**src/rtl/instruction_fetch_unit_pkg.sv**
```systemverilog
// Shared definitions for the instruction fetch unit and its neighbours:
// control-FSM state codes, fetch-fsm encoding, instruction field layout
// and opcode constants.
package instruction_fetch_unit_pkg;

    // Control-FSM state codes (the control FSM's Output bus)
    localparam logic [3:0] CTL_FETCH     = 4'b1000;
    localparam logic [3:0] CTL_DECODE    = 4'b0100;
    localparam logic [3:0] CTL_WRITEBACK = 4'b1001;

    // Execute states are encoded as {1'b0, opcode}
    function automatic logic [3:0] ctl_execute(input logic [2:0] op);
        return {1'b0, op};
    endfunction

    // Fetch-fsm encoding
    typedef enum logic [1:0] {
        FETCH_IDLE = 2'b00,
        FETCH_REQ  = 2'b01,
        FETCH_DONE = 2'b10
    } fetch_state_e;

    // Instruction field layout: opcode occupies the top OPCODE_W bits,
    // the operand fills everything below it
    localparam int unsigned OPCODE_W = 3;

    // Opcode constants
    localparam logic [2:0] OP_NOP   = 3'b000;
    localparam logic [2:0] OP_LOAD  = 3'b001;
    localparam logic [2:0] OP_STORE = 3'b010;
    localparam logic [2:0] OP_ADD   = 3'b011;
    localparam logic [2:0] OP_SUB   = 3'b100;
    localparam logic [2:0] OP_AND   = 3'b101;
    localparam logic [2:0] OP_JMP   = 3'b110;
    localparam logic [2:0] OP_JZ    = 3'b111;

endpackage

```
**src/rtl/instruction_fetch_unit_program_counter.sv**
```systemverilog
// Program counter register.
//  Clock      in   rising-edge clock
//  Clear      in   synchronous active-high reset, loads PC_RESET
//  Load       in   load Load_Value (branch / jump)
//  Load_Value in   new PC value
//  Inc        in   advance by one, modulo 2^ADDR_W
//  Q          out  current PC
// Priority: Clear > Load > Inc.
module program_counter #(
    parameter int unsigned          ADDR_W   = 8,
    parameter logic [ADDR_W-1:0]    PC_RESET = {ADDR_W{1'b0}}
) (
    input  logic              Clock,
    input  logic              Clear,
    input  logic              Load,
    input  logic [ADDR_W-1:0] Load_Value,
    input  logic              Inc,
    output logic [ADDR_W-1:0] Q
);

    logic [ADDR_W-1:0] q_r;

    // PC register; the increment wraps silently at all-ones
    always_ff @(posedge Clock) begin
        if (Clear) begin
            q_r <= PC_RESET;
        end else if (Load) begin
            q_r <= Load_Value;
        end else if (Inc) begin
            q_r <= q_r + {{(ADDR_W-1){1'b0}}, 1'b1};
        end else begin
            q_r <= q_r;
        end
    end

    assign Q = q_r;

endmodule

```
**src/rtl/instruction_fetch_unit.sv**
```systemverilog
// Instruction fetch unit: owns the PC and the instruction register and
// fetches one instruction each time the control FSM sits in FETCH_STATE.
//  Clock/Clear          rising-edge clock, synchronous active-high reset
//  State                control-FSM state code
//  Load_PC/Load_Value   branch/jump PC load
//  Mem_Addr/Mem_Rd      registered read request to program memory
//  Mem_Data/Mem_Valid   read response (Valid only honoured while requesting)
//  OPCODE/Operand       slices of the instruction register
//  PC                   current program counter
//  Instr_Valid          one-cycle pulse when the IR loads
//  Stall                combinational hold request to the control FSM
module instruction_fetch_unit
    import instruction_fetch_unit_pkg::*;
#(
    parameter int unsigned       ADDR_W      = 8,
    parameter int unsigned       INSTR_W     = 16,
    parameter logic [3:0]        FETCH_STATE = CTL_FETCH,
    parameter logic [ADDR_W-1:0] PC_RESET    = {ADDR_W{1'b0}}
) (
    input  logic                  Clock,
    input  logic                  Clear,
    input  logic [3:0]            State,
    input  logic                  Load_PC,
    input  logic [ADDR_W-1:0]     Load_Value,
    output logic [ADDR_W-1:0]     Mem_Addr,
    output logic                  Mem_Rd,
    input  logic [INSTR_W-1:0]    Mem_Data,
    input  logic                  Mem_Valid,
    output logic [OPCODE_W-1:0]   OPCODE,
    output logic [INSTR_W-4:0]    Operand,
    output logic [ADDR_W-1:0]     PC,
    output logic                  Instr_Valid,
    output logic                  Stall
);

    fetch_state_e         state_r;
    fetch_state_e         next_state_s;
    logic                 fetch_req_s;
    logic                 start_s;
    logic                 complete_s;
    logic [INSTR_W-1:0]   ir_r;
    logic [ADDR_W-1:0]    mem_addr_r;
    logic                 mem_rd_r;
    logic                 instr_valid_r;
    logic [ADDR_W-1:0]    pc_s;

    assign fetch_req_s = (State == FETCH_STATE);

    // Fetch-fsm state register
    always_ff @(posedge Clock) begin
        if (Clear) begin
            state_r <= FETCH_IDLE;
        end else begin
            state_r <= next_state_s;
        end
    end

    // Fetch-fsm next state plus request-start / fetch-complete strobes.
    // Mem_Valid is only looked at in REQ, so stray responses are dropped.
    always_comb begin
        next_state_s = state_r;
        start_s      = 1'b0;
        complete_s   = 1'b0;
        case (state_r)
            FETCH_IDLE: begin
                if (fetch_req_s) begin
                    next_state_s = FETCH_REQ;
                    start_s      = 1'b1;
                end else begin
                    next_state_s = FETCH_IDLE;
                end
            end
            FETCH_REQ: begin
                if (Mem_Valid) begin
                    complete_s = 1'b1;
                    // A read that outlived its FETCH goes straight back to IDLE
                    if (fetch_req_s) begin
                        next_state_s = FETCH_DONE;
                    end else begin
                        next_state_s = FETCH_IDLE;
                    end
                end else begin
                    next_state_s = FETCH_REQ;
                end
            end
            FETCH_DONE: begin
                // Holding in DONE while FETCH persists prevents a refetch
                if (fetch_req_s) begin
                    next_state_s = FETCH_DONE;
                end else begin
                    next_state_s = FETCH_IDLE;
                end
            end
            default: begin
                next_state_s = FETCH_IDLE;
            end
        endcase
    end

    // Memory request, instruction register and load pulse
    always_ff @(posedge Clock) begin
        if (Clear) begin
            mem_rd_r      <= 1'b0;
            mem_addr_r    <= {ADDR_W{1'b0}};
            ir_r          <= {INSTR_W{1'b0}};
            instr_valid_r <= 1'b0;
        end else begin
            if (start_s) begin
                mem_rd_r   <= 1'b1;
                mem_addr_r <= pc_s;
            end else if (complete_s) begin
                mem_rd_r   <= 1'b0;
                mem_addr_r <= mem_addr_r;
            end else begin
                mem_rd_r   <= mem_rd_r;
                mem_addr_r <= mem_addr_r;
            end
            if (complete_s) begin
                ir_r <= Mem_Data;
            end else begin
                ir_r <= ir_r;
            end
            instr_valid_r <= complete_s;
        end
    end

    program_counter #(
        .ADDR_W   (ADDR_W),
        .PC_RESET (PC_RESET)
    ) u_program_counter (
        .Clock      (Clock),
        .Clear      (Clear),
        .Load       (Load_PC),
        .Load_Value (Load_Value),
        .Inc        (complete_s),
        .Q          (pc_s)
    );

    assign Mem_Addr    = mem_addr_r;
    assign Mem_Rd      = mem_rd_r;
    assign OPCODE      = ir_r[INSTR_W-1 -: OPCODE_W];
    assign Operand     = ir_r[INSTR_W-4:0];
    assign PC          = pc_s;
    assign Instr_Valid = instr_valid_r;
    assign Stall       = fetch_req_s && (state_r != FETCH_DONE);

endmodule

```
**config.mk**
```make
export PLATFORM = sky130hd
export DESIGN_NAME = instruction_fetch_unit
export DESIGN_NICKNAME = d
export VERILOG_FILES = /design/src/rtl/instruction_fetch_unit_pkg.sv /design/src/rtl/instruction_fetch_unit_program_counter.sv /design/src/rtl/instruction_fetch_unit.sv
export SDC_FILE = /design/constraint.sdc
export NUM_CORES = 1
export LEC_CHECK = 0
export ABC_AREA = 0
export CORE_AREA = 8 8 73 75
export DETAILED_ROUTE_END_ITERATION = 16
export DIE_AREA = 0 0 81 83
export PLACE_DENSITY = 0.83
export SLEW_MARGIN = 0
export SYNTH_ARGS = -nofsm -noshare
export SYNTH_HDL_FRONTEND = slang
export SYNTH_SLANG_ARGS = --single-unit
```
**constraint.sdc**
```tcl
create_clock -name Clock -period 1.42 [get_ports Clock]
set_clock_uncertainty 0.1 [all_clocks]
set_input_delay 0.213 -clock Clock [delete_from_list [all_inputs] [get_ports Clock]]
set_output_delay 0.213 -clock Clock [all_outputs]
set_load 0.02 [all_outputs]
```
# == Word-level counts from Yosys, hierarchy flattened ==
# Cells that the tools add are included.
# Widths: inputs -> output; s select.
# classes
addsub,1
n_eq_ne,4
muxes,12
n_reduce_logical,4
# op_table
op,n
$mux 8,2
$add 8x1->8 const B,1
$mux 1,7
$pmux 2 s3,1
$eq 4x4->1 const B,1
$mux 2,2
$reduce_bool 2->1,2
$eq 2x1->1 const B,1
$eq 2x2->1 const B,1
$logic_not 2->1,1
$ne 2x2->1 const B,1
$logic_and 1x1->1,1
# totals
reg_bits,36
inputBits,32
out_inout_bits,35
word_cells,27

# == Depth between registers and ports, before layout ==
# depth
word_depth,4
mapped_depth,5

# == By module ==
# Synthesis repeated with hierarchy kept, for this count alone.
# hier_totals
hier_cells,173
hier_area_um2,1566.5
# by_module_without_submodules
module,instances,cells_each,area_each_um2,seq_area_each_um2
instruction_fetch_unit,1,120,1102.3,560.5
program_counter,1,53,464.2,160.2

# == Worst setup path after synthesis ==
# OpenSTA, ideal clock, no wires.
# synth_path
path_kind,reg-to-reg
startpoint,"reg u_program_counter.q_r[0], in the netlist u_program_counter.Q[0]"
endpoint,"reg u_program_counter.q_r[4], in the netlist u_program_counter.Q[4]"
setup_time_ns,0.091
arrival_ns,1.432
required_time_ns,1.229
setup_slack_ns,-0.203
stages_incl_launch_ff,5
n_path_buf,0
synth_period_minus_slack_ns,1.623
path_cell_list,dfxtp_1 > ha_1 > nand4b_1 > or3_1 > a311oi_1
# synth_between
elab_chain_cells,3
# synth_lines
item,line,text
from (decl),instruction_fetch_unit_program_counter.sv:21,logic [ADDR_W-1:0] q_r;
from (signal assigned),instruction_fetch_unit_program_counter.sv:28,q_r <= Load_Value;
from (signal assigned),instruction_fetch_unit_program_counter.sv:30,"q_r <= q_r + {{(ADDR_W-1){1'b0}}, 1'b1};"
from (signal assigned),instruction_fetch_unit_program_counter.sv:32,q_r <= q_r;
$add 8x1->8,instruction_fetch_unit_program_counter.sv:30,
$mux 8,instruction_fetch_unit_program_counter.sv:29,end else if (Inc) begin
$mux 8,instruction_fetch_unit_program_counter.sv:27,end else if (Load) begin
# No other way between the ends. The select of a mux whose other input is x is not followed.
# A chain may end at the register's enable or synchronous reset.

# == Worst setup path in the final report ==
# layout_path
startpoint,reg state_r[1]
endpoint,"reg u_program_counter.q_r[5], in the netlist u_program_counter.Q[5]"
# layout_between
elab_chain_cells,3
# layout_lines
item,line,text
from (decl),instruction_fetch_unit.sv:36,fetch_state_e state_r;
from (signal assigned),instruction_fetch_unit.sv:54,state_r <= next_state_s;
$eq 2x1->1,instruction_fetch_unit.sv:64,case (state_r)
$mux 1,instruction_fetch_unit.sv:64,
$reduce_bool 2->1 (no source line),-,
# No other way between the ends.

==> summary.log <==
INFO  sta            period_share=104%
INFO  detailed_routing routed_wire_length_per_instance=14.4µm
INFO  detailed_routing route.antenna.remaining_nets=0
INFO  floorplan      die_x=81µm
INFO  clocking       cts.reportedPaths.clkPinSlew=0.08ns
INFO  synthesis      postSynthCellCount=172
INFO  clocking       cts.sink_count=36
INFO  placed_design  buffer_ports.inserted=66
INFO  finish         multi_input_area=729µm²
INFO  flow_run       max_cap_violations=0
INFO  worst_hold_path hold_class=in -> reg
INFO  finish         area_delta_synth_final=73.8%
INFO  global_routing gr-usage-all-layers=13.4%
INFO  power          vdd.ir_drop.worst=0.768mV
INFO  sta            timing_worst_slew_pin_value=0.332ns
INFO  global_routing via_count_of_the_first_global_routing_pass=1,649
INFO  floorplan      start_util=34.2%
INFO  finish         final_area=2500µm²
INFO  clocking       cts_made_buffers=5
INFO  floorplan      fp.coreArea=4200µm²
INFO  power          p_per_area=900nW/µm²
INFO  synthesis      synth.distinct_cells=28
INFO  clocking       max-clock-path-buffers=2
INFO  finish         num-fill-cells=414
INFO  worst_setup_path crit_fanout=6
INFO  placed_design  postPlaceCellArea=2340µm²
INFO  sta            timing_hold_violations_final=0
INFO  sta            finalMaxSlewViolations=0
INFO  worst_setup_path critical_path.startpoint=state_r[1]
INFO  detailed_routing drt_iter0_drc=62
INFO  worst_setup_path worstPathArrival=1.57ns
INFO  floorplan      die_y=83µm
INFO  finish         most-common-layout-cells=sky130_fd_sc_hd__nand2_1 (36), sky130_fd_sc_hd__dlygate4sd2_1 (35), sky130_fd_sc_hd__dfxtp_1 (28), sky130_fd_sc_hd__clkdlybuf4s50_1 (26), sky130_fd_sc_hd__a21oi_1 (25)
INFO  finish         drive_gt1_share=23.1%
INFO  detailed_routing avgViaCountPerCell=4.92
INFO  worst_setup_path crit-reg2reg-launch=state_r[1]
INFO  sta            max_freq=0.676GHz
INFO  worst_setup_path worst_ep_required_time=1.51ns
INFO  status         run_status=finished with violations
INFO  clocking       cts_max_level=2
INFO  detailed_routing finalWirelength=4.51mm
INFO  worst_setup_path end_kind=flop
INFO  sta            setup_ws=-0.0591ns
INFO  finish         nets=292
INFO  finish         final_util=59.4%
INFO  worst_hold_path hold_path_startpoint=State[1]
INFO  sta            fin_hold_ws=0.295ns
INFO  floorplan      io_pins=67
INFO  sta            period_needed=1.48ns
INFO  worst_setup_path crit_chain=nand3b_4, or4_4, a311oi_1
INFO  clocking       tritoncts_clock_tree=done
INFO  global_routing first_pass_grt_wire_length=7.25mm
INFO  synthesis      synth_sequential_area_ratio=50.2%
INFO  placed_design  gpl.final_weighted_congestion=0.753
INFO  floorplan      row_count=24
INFO  placed_design  placed_cells=299
INFO  detailed_routing dr_total_vias=1,535
INFO  sta            rel_slew_slack=77.7%
INFO  synthesis      yosys_warnings=0
INFO  synthesis      syn_area=1440µm²
INFO  synthesis      syn-num-nets=205
INFO  finish         final_common_cell=sky130_fd_sc_hd__nand2_1
INFO  clocking       hold_buffers=0
INFO  placed_design  hpwlAfterDp=3.29mm
INFO  worst_setup_path rrSetupSlack=-0.06ns
INFO  worst_setup_path count_of_buffer_and_inverter_cells_on_the_critical_path=0
INFO  worst_setup_path cpMaxStageDelayCell=sky130_fd_sc_hd__or4_4
INFO  synthesis      synth-seq-cells=36
INFO  detailed_routing first_pass_iters=4
INFO  clocking       worstSkewPairLatency=0.29ns
INFO  global_routing grt-ovfl-total=0
INFO  worst_setup_path setup.worst_path.start_class=flop
INFO  synthesis      syn_avg_cell_area=8.35µm²
INFO  floorplan      dieArea=6720µm²
INFO  finish         antennaDiodeCount=0
INFO  worst_setup_path path_class=reg -> reg
INFO  detailed_routing drcViolationCount=0
INFO  global_routing pin_count_of_the_biggest_net_entering_global_routing=37
INFO  worst_setup_path worst_path_largest_cell_delay=0.48ns
INFO  global_routing antenna_found_initial=0
INFO  finish         count_of_non_filler_cells_in_the_finished_layout=312
INFO  sta            setup_viol_count_final=4
INFO  power          leakagePower=1.05nW
INFO  finish         area.sequential=746µm²
INFO  clocking       root_buffer=sky130_fd_sc_hd__clkbuf_8
INFO  sta            unrepaired_setup_endpoints_after_global_routing=yes
INFO  worst_setup_path path_delay_family=simple AND/OR/NAND/NOR gates
INFO  status         violations=negative setup slack
[power breakdown]
part | switching, W | total [W] | internal (W)
registers | 0.0000312 | 0.00106 | 0.00103
logic | 0.000126 | 0.000289 | 0.000163
clock network | 0.000373 | 0.000894 | 0.000521
total | 0.000530 | 0.00225 | 0.00172
[through the flow]
step	total power (W)	TNS (ns)	setup slack [ns]
6_report	0.00225	-0.0813	-0.0591
5_1_grt	0.00234	-0.399	-0.145
4_1_cts	0.00225	-0.140	-0.123
3_5_place_dp	0.00138	-13.71	-0.882
3_3_place_gp	0.00137	-13.61	-0.892
2_1_floorplan	0.00119	-0.0394	-0.0320
[worst register-to-register path: stages (launching register included)]
cell and delay [ns]:
sky130_fd_sc_hd__dfxtp_2 0.37, sky130_fd_sc_hd__nand3b_4 0.19, sky130_fd_sc_hd__or4_4 0.48, sky130_fd_sc_hd__a311oi_1 0.23
[final cells by class]
type / count / area share, %
Clock buffer: 6 / 2.91
Clock inverter: 2 / 1.40
Inverter: 2 / 0.301
Multi-Input combinational cell: 123 / 29.2
Sequential cell: 36 / 29.9
Tap cell: 52 / 2.61
Timing Repair Buffer: 91 / 33.7
[worst paths after layout]
check,cells past startpoint,endpoint
hold reg to reg,2,ir_r[13]
setup reg to reg,3,u_program_counter.Q[5]
setup / recovery,3,u_program_counter.Q[5]
hold / removal,5,Mem_Addr[5]
[what timing repair did]
item	CTS	global route
setup buffers	3	2
resized for setup	55	17
endpoints found under the hold margin	0	0
pin swaps	10	1
endpoints found under the setup margin	61	13
[registers in the layout (all words and copies together) (netlist names)]
register and count:
Instr_Valid 1, Mem_Addr 8, Mem_Rd 1, ir_r 16, state_r 2, u_program_counter.Q 8
[cells in the mapped netlist (all sizes together)]
master  instances  share of area, %
mux2            1              0.78
a21oi          26               9.1
and3b           1              0.61
o31ai           2               1.0
xor2            1              0.61
xnor2           1              0.61
nand4b          1              0.61
ha              1              0.87
nand3b          1               1.4
inv             2              0.52
buf             4               1.3
a311oi          6               3.7
dfxtp          36                50
nand2          36               9.4
a22oi           1              0.52
or2             1              0.44
or4             2               1.0
or4b            1              0.70
clkbuf          7               1.8
nor3            2              0.70
nor4b           1               1.0
o21ai          11               3.8
nand3           9               3.1
nor2           11               2.9
or3             3               1.3
nand4           2              0.87
a211oi          2               1.0
[layer usage]
metal,routed length [µm],vias to the layer above,GRT usage [%]
met5,0,-,0
met4,64,0,6.18
met3,449,6,6.79
met2,2260,51,22.3
met1,1730,698,13.5
li1,-,780,-
[kinds of logic after synthesis]
family | Yosys count | share of synthesized area [%]
xor gates and xnor gates | 2 | 1.22
muxes | 1 | 0.784
buffers and inverters | 13 | 3.66
and+or+nand+nor | 71 | 24.1
DFF | 36 | 50.2
adders and majority gates | 1 | 0.871
AOI/OAI and AO/OA | 48 | 19.2
No activity file was read; power rests on OpenSTA's default activity.
